==> src/rtl/pv_adc_reader_pkg.sv <==
`default_nettype none
// ============================================================================
//  Module      : pv_adc_pkg
//  Description : Shared types and constants for the PV ADC SPI reader:
//                state encoding, default parameters and the start-to-valid
//                latency formula.
//  Revision    : 1.0 - initial release
// ============================================================================
package pv_adc_pkg;

    // Default build of the reader.
    localparam int unsigned c_def_data_bits  = 4;
    localparam int unsigned c_def_frame_bits = 8;
    localparam int unsigned c_def_div        = 2;

    // Reader state encoding.
    typedef enum logic [1:0] {
        IDLE  = 2'd0,
        SETUP = 2'd1,
        SHIFT = 2'd2,
        HOLD  = 2'd3
    } state_t;

    // Clock cycles from the edge that samples start to the edge that raises valid.
    // The frame spends DIV cycles in SETUP, 2*DIV per bit in SHIFT and DIV in HOLD.
    function automatic int unsigned adc_latency(input int unsigned div,
                                                input int unsigned frame_bits);
        return div * (2 * frame_bits + 2);
    endfunction

endpackage
`default_nettype wire

==> src/rtl/pv_adc_reader_if.sv <==
`default_nettype none
// ============================================================================
//  Module      : pv_adc_reader_if
//  Description : Handshake and SPI signal bundle between the PV ADC reader
//                (master modport) and its surroundings (slave modport).
//  Revision    : 1.0 - initial release
// ============================================================================
interface pv_adc_reader_if
    import pv_adc_pkg::*;
#(
    parameter int unsigned DATA_BITS = c_def_data_bits
) ();

    logic                 start;
    logic                 miso;
    logic                 sck;
    logic                 cs;
    logic [DATA_BITS-1:0] data;
    logic                 valid;
    logic                 busy;
    logic                 overrun;

    // Seen from the reader itself.
    modport master (
        input  start,
        input  miso,
        output sck,
        output cs,
        output data,
        output valid,
        output busy,
        output overrun
    );

    // Seen from the sample strobe, the ADC and the PID core.
    modport slave (
        output start,
        output miso,
        input  sck,
        input  cs,
        input  data,
        input  valid,
        input  busy,
        input  overrun
    );

endinterface
`default_nettype wire

==> src/rtl/pv_adc_reader_half_period_tick.sv <==
`default_nettype none
// ============================================================================
//  Module      : half_period_tick
//  Description : Loadable down-counter producing a one-cycle tick every DIV
//                enabled cycles. Reloads on clear, so the first tick after a
//                clear lands exactly DIV enabled cycles later.
//  Revision    : 1.0 - initial release
// ============================================================================
module half_period_tick #(
    parameter int unsigned DIV = 2
) (
    input  wire logic clk,
    input  wire logic reset,
    input  wire logic i_clear,
    input  wire logic i_enable,
    output logic      o_tick
);

    localparam int unsigned            c_cnt_w  = $clog2(DIV + 1);
    localparam logic [c_cnt_w-1:0]     c_reload = c_cnt_w'(DIV);
    localparam logic [c_cnt_w-1:0]     c_one    = c_cnt_w'(1);

    logic [c_cnt_w-1:0] r_cnt;

    // Tick on the last cycle of each DIV-cycle window; the counter reloads at the same edge.
    assign o_tick = i_enable && (r_cnt == c_one);

    // Count down while enabled, reload on clear or when the window closes.
    always_ff @(posedge clk or negedge reset) begin
        if (!reset) begin
            r_cnt <= c_reload;
        end else if (i_clear || o_tick) begin
            r_cnt <= c_reload;
        end else if (i_enable) begin
            r_cnt <= r_cnt - c_one;
        end
    end

endmodule
`default_nettype wire

==> src/rtl/pv_adc_reader.sv <==
`default_nettype none
// ============================================================================
//  Module      : pv_adc_reader
//  Description : SPI mode-0 master that reads one framed word from the PV ADC
//                per start pulse and presents its low DATA_BITS with a
//                one-cycle valid strobe for the PID core.
//  Revision    : 1.0 - initial release
// ============================================================================
module pv_adc_reader
    import pv_adc_pkg::*;
#(
    parameter int unsigned DATA_BITS  = c_def_data_bits,
    parameter int unsigned FRAME_BITS = c_def_frame_bits,
    parameter int unsigned DIV        = c_def_div
) (
    input  wire logic       clk,
    input  wire logic       reset,
    pv_adc_reader_if.master bus
);

    localparam int unsigned            c_bit_cnt_w = $clog2(FRAME_BITS + 1);
    localparam logic [c_bit_cnt_w-1:0] c_last_bit  = c_bit_cnt_w'(FRAME_BITS);
    localparam logic [c_bit_cnt_w-1:0] c_bit_one   = c_bit_cnt_w'(1);

    state_t                 r_state;
    logic                   r_sck;
    logic                   r_cs;
    logic [DATA_BITS-1:0]   r_data;
    logic                   r_valid;
    logic                   r_busy;
    logic                   r_overrun;
    logic [FRAME_BITS-1:0]  r_shift;
    logic [c_bit_cnt_w-1:0] r_bit_cnt;

    logic w_tick;
    logic w_tick_clear;
    logic w_tick_enable;
    logic w_frame_done;

    // The half-period timer is held at its reload value while idle so that
    // SETUP, SHIFT and HOLD all start from a full DIV-cycle window.
    assign w_tick_clear  = (r_state == IDLE);
    assign w_tick_enable = (r_state != IDLE);
    assign w_frame_done  = (r_bit_cnt == c_last_bit);

    half_period_tick #(
        .DIV (DIV)
    ) u_tick (
        .clk      (clk),
        .reset    (reset),
        .i_clear  (w_tick_clear),
        .i_enable (w_tick_enable),
        .o_tick   (w_tick)
    );

    // Frame sequencer: all bus outputs are registered here.
    always_ff @(posedge clk or negedge reset) begin
        if (!reset) begin
            r_state   <= IDLE;
            r_sck     <= 1'b0;
            r_cs      <= 1'b1;
            r_data    <= '0;
            r_valid   <= 1'b0;
            r_busy    <= 1'b0;
            r_overrun <= 1'b0;
            r_shift   <= '0;
            r_bit_cnt <= '0;
        end else begin
            r_valid   <= 1'b0;
            // A start that lands while a frame is in flight (including the
            // closing HOLD edge) is dropped and flagged one cycle later.
            r_overrun <= bus.start && (r_state != IDLE);

            case (r_state)
                IDLE: begin
                    if (bus.start) begin
                        r_state   <= SETUP;
                        r_cs      <= 1'b0;
                        r_busy    <= 1'b1;
                        r_sck     <= 1'b0;
                        r_shift   <= '0;
                        r_bit_cnt <= '0;
                    end
                end
                SETUP: begin
                    if (w_tick) begin
                        r_state <= SHIFT;
                    end
                end
                SHIFT: begin
                    if (w_tick) begin
                        if (!r_sck) begin
                            // Rising edge: capture miso as the new LSB (MSB-first frame).
                            r_sck     <= 1'b1;
                            r_shift   <= (r_shift << 1) | FRAME_BITS'(bus.miso);
                            r_bit_cnt <= r_bit_cnt + c_bit_one;
                        end else begin
                            r_sck <= 1'b0;
                            if (w_frame_done) begin
                                r_state <= HOLD;
                            end
                        end
                    end
                end
                HOLD: begin
                    if (w_tick) begin
                        // ADC word is right-justified: keep only the low bits.
                        r_state <= IDLE;
                        r_cs    <= 1'b1;
                        r_busy  <= 1'b0;
                        r_valid <= 1'b1;
                        r_data  <= r_shift[DATA_BITS-1:0];
                    end
                end
                default: begin
                    r_state <= IDLE;
                end
            endcase
        end
    end

    assign bus.sck     = r_sck;
    assign bus.cs      = r_cs;
    assign bus.data    = r_data;
    assign bus.valid   = r_valid;
    assign bus.busy    = r_busy;
    assign bus.overrun = r_overrun;

endmodule
`default_nettype wire

==> src/flat_wrapper.sv <==
// flat-port wrapper written by rule: the top's interface ports become plain ports
module pv_adc_reader_flat import pv_adc_pkg::*;
#(
    parameter int unsigned DATA_BITS  = c_def_data_bits,
    parameter int unsigned FRAME_BITS = c_def_frame_bits,
    parameter int unsigned DIV        = c_def_div
)
  (clk, reset, bus_start, bus_miso, bus_sck, bus_cs, bus_data, bus_valid, bus_busy, bus_overrun);
  pv_adc_reader_if #(.DATA_BITS(DATA_BITS)) bus_i ();
  input  wire logic clk;
  input  wire logic reset;
  input wire logic [$bits(bus_i.start)-1:0] bus_start;
  input wire logic [$bits(bus_i.miso)-1:0] bus_miso;
  output wire logic [$bits(bus_i.sck)-1:0] bus_sck;
  output wire logic [$bits(bus_i.cs)-1:0] bus_cs;
  output wire logic [$bits(bus_i.data)-1:0] bus_data;
  output wire logic [$bits(bus_i.valid)-1:0] bus_valid;
  output wire logic [$bits(bus_i.busy)-1:0] bus_busy;
  output wire logic [$bits(bus_i.overrun)-1:0] bus_overrun;
  assign bus_i.start = bus_start;
  assign bus_i.miso = bus_miso;
  assign bus_sck = bus_i.sck;
  assign bus_cs = bus_i.cs;
  assign bus_data = bus_i.data;
  assign bus_valid = bus_i.valid;
  assign bus_busy = bus_i.busy;
  assign bus_overrun = bus_i.overrun;
  pv_adc_reader #(.DATA_BITS(DATA_BITS), .FRAME_BITS(FRAME_BITS), .DIV(DIV)) u_core (.clk(clk), .reset(reset), .bus(bus_i));
endmodule
==> config.mk <==
export PLATFORM = sky130hd
export DESIGN_NAME = pv_adc_reader_flat
export DESIGN_NICKNAME = d
export VERILOG_FILES = /design/src/rtl/pv_adc_reader_pkg.sv /design/src/rtl/pv_adc_reader_if.sv /design/src/rtl/pv_adc_reader_half_period_tick.sv /design/src/rtl/pv_adc_reader.sv /design/src/flat_wrapper.sv
export SDC_FILE = /design/constraint.sdc
export NUM_CORES = 1
export LEC_CHECK = 0
export ABC_CLOCK_PERIOD_IN_PS = 3800
export CAP_MARGIN = 20
export CORE_MARGIN = 2
export CORE_UTILIZATION = 57
export CTS_BUF_LIST = sky130_fd_sc_hd__clkbuf_16
export CTS_CLUSTER_DIAMETER = 200
export DETAILED_ROUTE_END_ITERATION = 16
export PLACE_DENSITY_LB_ADDON = 0.2
export SYNTH_ARGS = -nofsm -noshare
export SYNTH_HDL_FRONTEND = slang
export SYNTH_HIERARCHICAL = 1
export SYNTH_SLANG_ARGS = --single-unit
export TNS_END_PERCENT = 10
==> constraint.sdc <==
create_clock -name clk -period 3.8 [get_ports clk]
set_input_delay 0.76 -clock clk [delete_from_list [all_inputs] [get_ports clk]]
set_output_delay 0.76 -clock clk [all_outputs]
set_load 0.01 [all_outputs]
# Yosys cells after proc, flatten, opt, wreduce, memory -nomap -nowiden
# Index checks and enable logic that the tools add are counted.
[op_classes]
reduce_logical = 13
n_eq_ne = 12
bitwise_logic = 1
n_addsub = 2
mux = 28
[ops]
columns = ["op", "n"]
rows = [
  ["$mux W4", 6],
  ["$mux W2", 8],
  ["$pmux W4 S2", 2],
  ["$ne A2 B2 Y1 const B", 5],
  ["$mux W1", 8],
  ["$pmux W2 S4", 1],
  ["$reduce_bool A2 Y1", 4],
  ["$pmux W1 S2", 3],
  ["$reduce_and A3 Y1", 2],
  ["$reduce_and A6 Y1", 1],
  ["$add A4 B1 Y4 const B", 1],
  ["$eq A2 B1 Y1 const B", 2],
  ["$eq A2 B2 Y1 const B", 2],
  ["$eq A4 B4 Y1 const B", 1],
  ["$ne A2 B1 Y1 const B", 2],
  ["$or A4 B1 Y4", 1],
  ["$reduce_and A4 Y1", 1],
  ["$logic_and A1 B1 Y1", 2],
  ["$logic_not A2 Y1", 1],
  ["$reduce_and A2 Y1", 1],
  ["$sub A2 B1 Y2 const B", 1],
  ["$logic_or A1 B1 Y1", 1],
]
[totals]
register_bits = 21
in_bits = 4
out_inout_bits = 9
word_cells = 66

# Logic depth before layout (Yosys ltp)
# Gate-level depths: netlist of run 1.
[depth]
ltp_word = 5
mapped_depth = 7
mapped_depth_nobuf = 7

# Hierarchy
# Netlist of run 1, hierarchy kept.
[by_module_without_submodules]
columns = ["module", "n_inst", "area_each_um2", "cells_each", "seq_area_each_um2"]
rows = [
  ["pv_adc_reader", 1, 950.9, 83, 476.7],
  ["half_period_tick", 1, 115.1, 11, 51.3],
]

# Worst setup path before layout of run 1
# OpenSTA, ideal clock, no wires.
[synth_timing]
path_kind = "flip-flop to flip-flop"
from = "reg u_core.r_state[0]"
to = "reg u_core.r_state[1]"
path_stages_with_launch = 8
n_path_buf = 0
t_arrival_ps = 1787
setup_time_ps = 128
path_slack_ps = 1886
synth_period_minus_slack_ps = 1914
required_ps = 3672
path_cell_list = "dfrtp_1 > inv_1 > ha_1 > inv_1 > and2_1 > inv_1 > a221oi_2 > mux2_1"
[synth_between]
elab_cells_between_ends = 14
cone_classes = "eq/ne: 9; mux: 1; reduce/logical: 4"
[synth_lines]
columns = ["element", "line_no", "source"]
rows = [
  ["from (decl)", "pv_adc_reader.sv:25", "state_t r_state;"],
  ["from (signal assigned)", "pv_adc_reader.sv:59", "r_state <= IDLE;"],
  ["from (signal assigned)", "pv_adc_reader.sv:77", "r_state <= SETUP;"],
  ["from (signal assigned)", "pv_adc_reader.sv:87", "r_state <= SHIFT;"],
  ["$logic_not A2 Y1 (*)", "-", ""],
  ["named net u_core.w_tick_clear", "pv_adc_reader.sv:36", "logic w_tick_clear;"],
  ["$ne A2 B2 Y1 (no line)", "-", ""],
  ["$reduce_and A6 Y1 (no line)", "-", ""],
]
# The timed path passes the listed nets; every way through them passes the cells marked *.
# A chain may end at the register's enable or synchronous reset.

# Worst setup path after layout of run 1
# Ends and elaborated chain as after synthesis.

==> metrics.yaml, run 1 <==
clk_path_buf_depth: 2
seq_area_frac_synth: 0.495
async_flop_share: 1.00
worstSetupPathType: "reg -> reg"
synth-seq-cells: 21
grt_pass1_wl_um: 3130
h-tree-depth: 1
yosys.area.top_type: "dfrtp_1"
antenna_found_initial: 0
initial_core_util: 0.611
layout.nets: 122
leakagePower_nw: 0.635
post-cts-setup-buffers: 0
cp-start-kind: "flip-flop"
fin_util: 0.741
slew_viol_final: 0
cts.clk_slew.worst_paths_ns: 0.05
grt_max_degree: 22
setup_tns_ns: 0
use_met1: 0.263
cts_sinks: 21
ioPinCount: 13
gp_congestion: 0.799
finClkSkew_ns: 0.00195
slowest_delay_ns: 0.40
postRouteWirelength_um: 1860
period_share: 0.599
maxSlewHeadroom: 0.392
cts_tree: "yes"
vias: 737
syn_to_final_growth_pct: 21.4
die_y_um: 47.2
arrival_ns: 2.41
ys_warn_count: 6
cts-buffers-inserted: 3
synth_cell_types: 30
synth_nets: 106
io_buffers: 12
yosys-top-cells-area: "dfrtp_1, ha_1, mux2_2"
use_met2: 0.327
drt_iter0_drc: 6
cts_hold_buf: 0
ff2ff_path_depth: 7
crit_chain: "inv_1, ha_1, inv_1, and2_1, inv_1, a221oi_2, mux2_1"
rsz0062_at_grt: "false"
final_layout_size_suffix_gt1_frac: 0.138
synth_edf_count: 0
min_path_type: "reg -> reg"
crit_fanout: 11
use_met3: 0.0500
dieArea_um2: 2230
cp_slowest_cell: "dfrtp_1"
insertedDiodeCount: 0
synth.most_common_cell: "dfrtp_1"
path_common_cell: "inv_1"
setup_viol: 0
syn-cell-area_um2: 1070
status: "completed"
first_global_vias: 714
die_w_um: 47.2
cap_viol_max_count: 0
yosys.area.top_type_share: 0.446
worstMarginPinSlew_ns: 0.909
hpwlAfterDp_um: 1370
end_kind: "flip-flop"
postSynthCellCount: 94
cp.required_ns: 3.93
post_cts_resized: 0
ys.flop_type: "dfrtp_1"
via_per_inst: 5.50
drc: 0
timing.fmax_mhz: 439
track_usage: 0.203
grt_overflow: 0
top_usage_layer: "met2"
postRouteAntennaNets: 0
hold_viol_final: 0
avgRoutedWirePerCell_um: 13.9
final.min_clock_period_ns: 2.28
power_density_nw_per_um2: 353
row_count: 15
clock_latency_ns: 0.25
min_path_cells: 1
cts_root_buf: "clkbuf_16"
holdWs_ns: 0.508
core-area_um2: 1750
drtPass1Iterations: 3
syn_avg_cell_area_um2: 11.3
ir_drop_uv: 321
synth_common_cells: "dfrtp_1, inv_1, ha_1"
per-stage QoR:
| stage | setup WS (ns) | instances | area (um2) | total power, mW |
|---|---|---|---|---|
| 2_1_floorplan | 1.89 | 94 | 1070 | 0.235 |
| 4_1_cts | 1.57 | 134 | 1290 | 0.464 |
| 6_report | 1.52 | 134 | 1290 | 0.457 |
| 3_3_place_gp | 1.65 | 130 | 1210 | 0.245 |
| 3_5_place_dp | 1.60 | 130 | 1210 | 0.245 |
| 5_1_grt | 1.39 | 134 | 1290 | 0.471 |
kinds of logic (layout without fill, tap and decap cells):
kind of cell / Yosys count / in the layout / synth area share
AOI/OAI and AO/OA: 20 / 20 / 0.140
adders and majority gates: 8 / 8 / 0.0939
buffers and inverters: 11 / 26 / 0.0387
DFF: 21 / 21 / 0.495
muxes: 8 / 8 / 0.0822
and+or+nand+nor: 26 / 26 / 0.150
cell type report:
class,instances,area [um2]
fill,124,452
clock buffer,3,75.1
clock inverter,1,5.00
timing repair buffer,12,120
sequential,21,528
multi-input combinational,62,497
inverter,10,37.5
tap,25,31.3
power by group:
part | total [mW] | internal (mW) | switching, mW
sequential | 0.228 | 0.227 | 0.00162
clock | 0.216 | 0.141 | 0.0754
combinational | 0.0125 | 0.00584 | 0.00670
total | 0.457 | 0.373 | 0.0837
sequential cells by signal (all words and copies together), names as in the netlist:
register and flops:
u_core/bus.busy 1, u_core/r_shift 4, u_core/bus.sck 1, u_core/r_bit_cnt 4, u_core/bus.cs 1, u_core/bus.overrun 1
u_core/u_tick/r_cnt 2, u_core/r_state 2, u_core/bus.valid 1, u_core/bus.data 4
critical path: cells and delay by family (launching register included):
kind / cells / cell delay (ns)
buf+inv: 3 / 0.43
compound gates: 1 / 0.32
simple gates: 1 / 0.30
fa+ha+maj: 1 / 0.36
flops: 1 / 0.40
mux: 1 / 0.35
layout by cell type (no fill, tap or decap), types with 5 or more instances in the layout:
cell / instances
mux2_2: 5
inv_1: 10
clkdlybuf4s50_1: 12
nand2b_1: 5
dfrtp_1: 19
ha_1: 8
a22o_1: 5
routing by layer:
metal  wire length (um)  share of wire
met1                862           0.46
met2                894           0.48
met3                 57          0.031
met4                 46          0.025
met5                  0              0
worst paths after layout:
check / startpoint / end / slack [ns]
worst max-delay path: u_core/r_state[0] / u_core/r_state[1] / 1.52
worst min-delay path: u_core/bus.data[0] / u_core/bus.data[0] / 0.51
worst max register to register: u_core/r_state[0] / u_core/r_state[1] / 1.52
worst min register to register: u_core/bus.data[0] / u_core/bus.data[0] / 0.51
max in group asynchronous: reset / u_core/u_tick/r_cnt[0] / 2.22
min in group asynchronous: reset / u_core/bus.busy / 1.02
Power figures use the tool's default switching activity.
==> run 2: changes to the inputs <==
--- a/config.mk
+++ b/config.mk
@@ -5,10 +5,10 @@
 export SDC_FILE = /design/constraint.sdc
 export NUM_CORES = 1
 export LEC_CHECK = 0
-export ABC_CLOCK_PERIOD_IN_PS = 3800
+export ABC_CLOCK_PERIOD_IN_PS = 2150
 export CAP_MARGIN = 20
 export CORE_MARGIN = 2
-export CORE_UTILIZATION = 57
+export CORE_UTILIZATION = 53
 export CTS_BUF_LIST = sky130_fd_sc_hd__clkbuf_16
 export CTS_CLUSTER_DIAMETER = 200
 export DETAILED_ROUTE_END_ITERATION = 16
==> constraint.sdc (replaced) <==
create_clock -name clk -period 2.15 [get_ports clk]
set_input_delay 0.43 -clock clk [delete_from_list [all_inputs] [get_ports clk]]
set_output_delay 0.43 -clock clk [all_outputs]
set_load 0.01 [all_outputs]
==> run 2 against run 1 <==
Net effect:
- flip-flop and latch count unchanged
- sequential power is 77% higher
- count of clock-buffer cells in the layout stayed put
- hold slack worse by 0.036 ns
- clock power up 80%
- global-route usage increased by 0.088 points
- combinational power increased by 89%
- first-iteration DRC count grew 100%
- total power increased by 78%
- sequential share of layout area decreased by 0.74 points
- critical endpoint unchanged
- final area up 1.8%
- highest routed layer unchanged
- critical path depth unchanged
==> metrics.yaml, run 2 (synthesis results as in run 1) <==
timing.fmax_mhz: 505
path_common_cell: "inv_1"
status: "completed"
hpwlAfterDp_um: 1420
insertedDiodeCount: 0
grt_overflow: 0
cap_viol_max_count: 0
core-area_um2: 1920
clock_latency_ns: 0.25
syn_to_final_growth_pct: 23.6
arrival_ns: 2.12
grt_pass1_wl_um: 3640
cts_sinks: 21
cts_hold_buf: 0
critPathTopFamily: "flip-flops"
path_buf_inv: 3
place_area_um2: 1240
layout_commonest_cell: "dfrtp_1"
drt_iter0_drc: 12
post_cts_resized: 0
crit_chain: "inv_1, ha_1, inv_1, and2_1, inv_1, a221oi_2, mux2_1"
setup_ws_ns: 0.169
drc: 0
maxSlewHeadroom: 0.681
row_count: 16
antenna_found_initial: 0
initial_core_util: 0.555
gp_congestion: 0.759
holdWs_ns: 0.472
nFillCells: 150
period_share: 0.921
cts.clk_slew.worst_paths_ns: 0.06
clk_path_buf_depth: 2
cts_root_buf: "clkbuf_16"
first_global_vias: 826
finClkSkew_ns: 0.00148
slowest_delay_ns: 0.40
final_layout_size_suffix_gt1_frac: 0.152
cts-buffers-inserted: 3
layout.nets: 125
post-place-ws_ns: 0.215
io_buffers: 12
setup_viol: 0
power_density_nw_per_um2: 619
via_per_inst: 5.59
cp_slowest_cell: "dfrtp_1"
worstMarginPinSlew_ns: 0.477
cts_tree: "yes"
ioPinCount: 13
cp-start-kind: "flip-flop"
layout_common_cells: "dfrtp_1, clkdlybuf4s50_1, inv_1"
final_area_um2: 1320
rsz0062_at_grt: "false"
drtPass1Iterations: 4
cp.required_ns: 2.28
avgRoutedWirePerCell_um: 14.8
leakagePower_nw: 0.651
postRouteWirelength_um: 2060
hold_viol_final: 0
h-tree-depth: 1
crit_fanout: 7
final.min_clock_period_ns: 1.98
post-cts-setup-buffers: 0
grt_max_degree: 14
dieArea_um2: 2390
die_w_um: 48.9
worstSetupPathType: "reg -> reg"
slew_viol_final: 0
end_kind: "flip-flop"
vias: 777
ir_drop_uv: 476
die_y_um: 48.9
min_path_type: "in -> async"
track_usage: 0.204
setup_tns_ns: 0
postRouteAntennaNets: 0
run 2: metrics by stage:
step,utilization,total power [mW],instances
2_1_floorplan,-,0.415,94
3_3_place_gp,0.645,0.433,135
3_5_place_dp,0.645,0.434,135
4_1_cts,0.686,0.823,139
5_1_grt,0.686,0.845,139
6_report,0.686,0.816,139
run 2: per-layer routing:
metal	track usage	share of wire	vias to the layer above
li1	-	-	368
met1	0.271	0.46	387
met2	0.320	0.49	18
met3	0.0337	0.030	4
met4	0.110	0.015	0
met5	0	0	-
run 2: worst paths after layout:
check | start | to | slack, ns | cells after the start
max in group asynchronous | reset | u_core/bus.data[2] | 1.16 | 2
hold reg to reg | u_core/bus.data[1] | u_core/bus.data[1] | 0.51 | 1
setup / recovery | u_core/r_state[0] | u_core/r_state[1] | 0.17 | 7
hold / removal | reset | u_core/bus.busy | 0.47 | 1
setup reg to reg | u_core/r_state[0] | u_core/r_state[1] | 0.17 | 7
min in group clk | u_core/bus.data[1] | u_core/bus.data[1] | 0.51 | 1
run 2: worst reg2reg max path: cells and delay by family (launching register included):
kind,cells,cell delay (ns)
AOI/OAI and AO/OA,1,0.30
DFF,1,0.40
buffers and inverters,3,0.34
muxes,1,0.35
and+or+nand+nor,1,0.26
adders and majority gates,1,0.22
run 2: power breakdown:
part	total (mW)	switching, mW	internal (mW)
registers	0.403	0.00301	0.400
logic	0.0236	0.0121	0.0115
clock network	0.389	0.141	0.248
total	0.816	0.156	0.660
run 2: layout make-up:
type | instances | area (um2) | area share
Sequential cell | 21 | 528 | 0.401
Multi-Input combinational cell | 62 | 497 | 0.377
Timing Repair Buffer | 15 | 143 | 0.108
Clock buffer | 3 | 75.1 | 0.0570
Inverter | 10 | 37.5 | 0.0285
Tap cell | 27 | 33.8 | 0.0256
Clock inverter | 1 | 3.75 | 0.00285
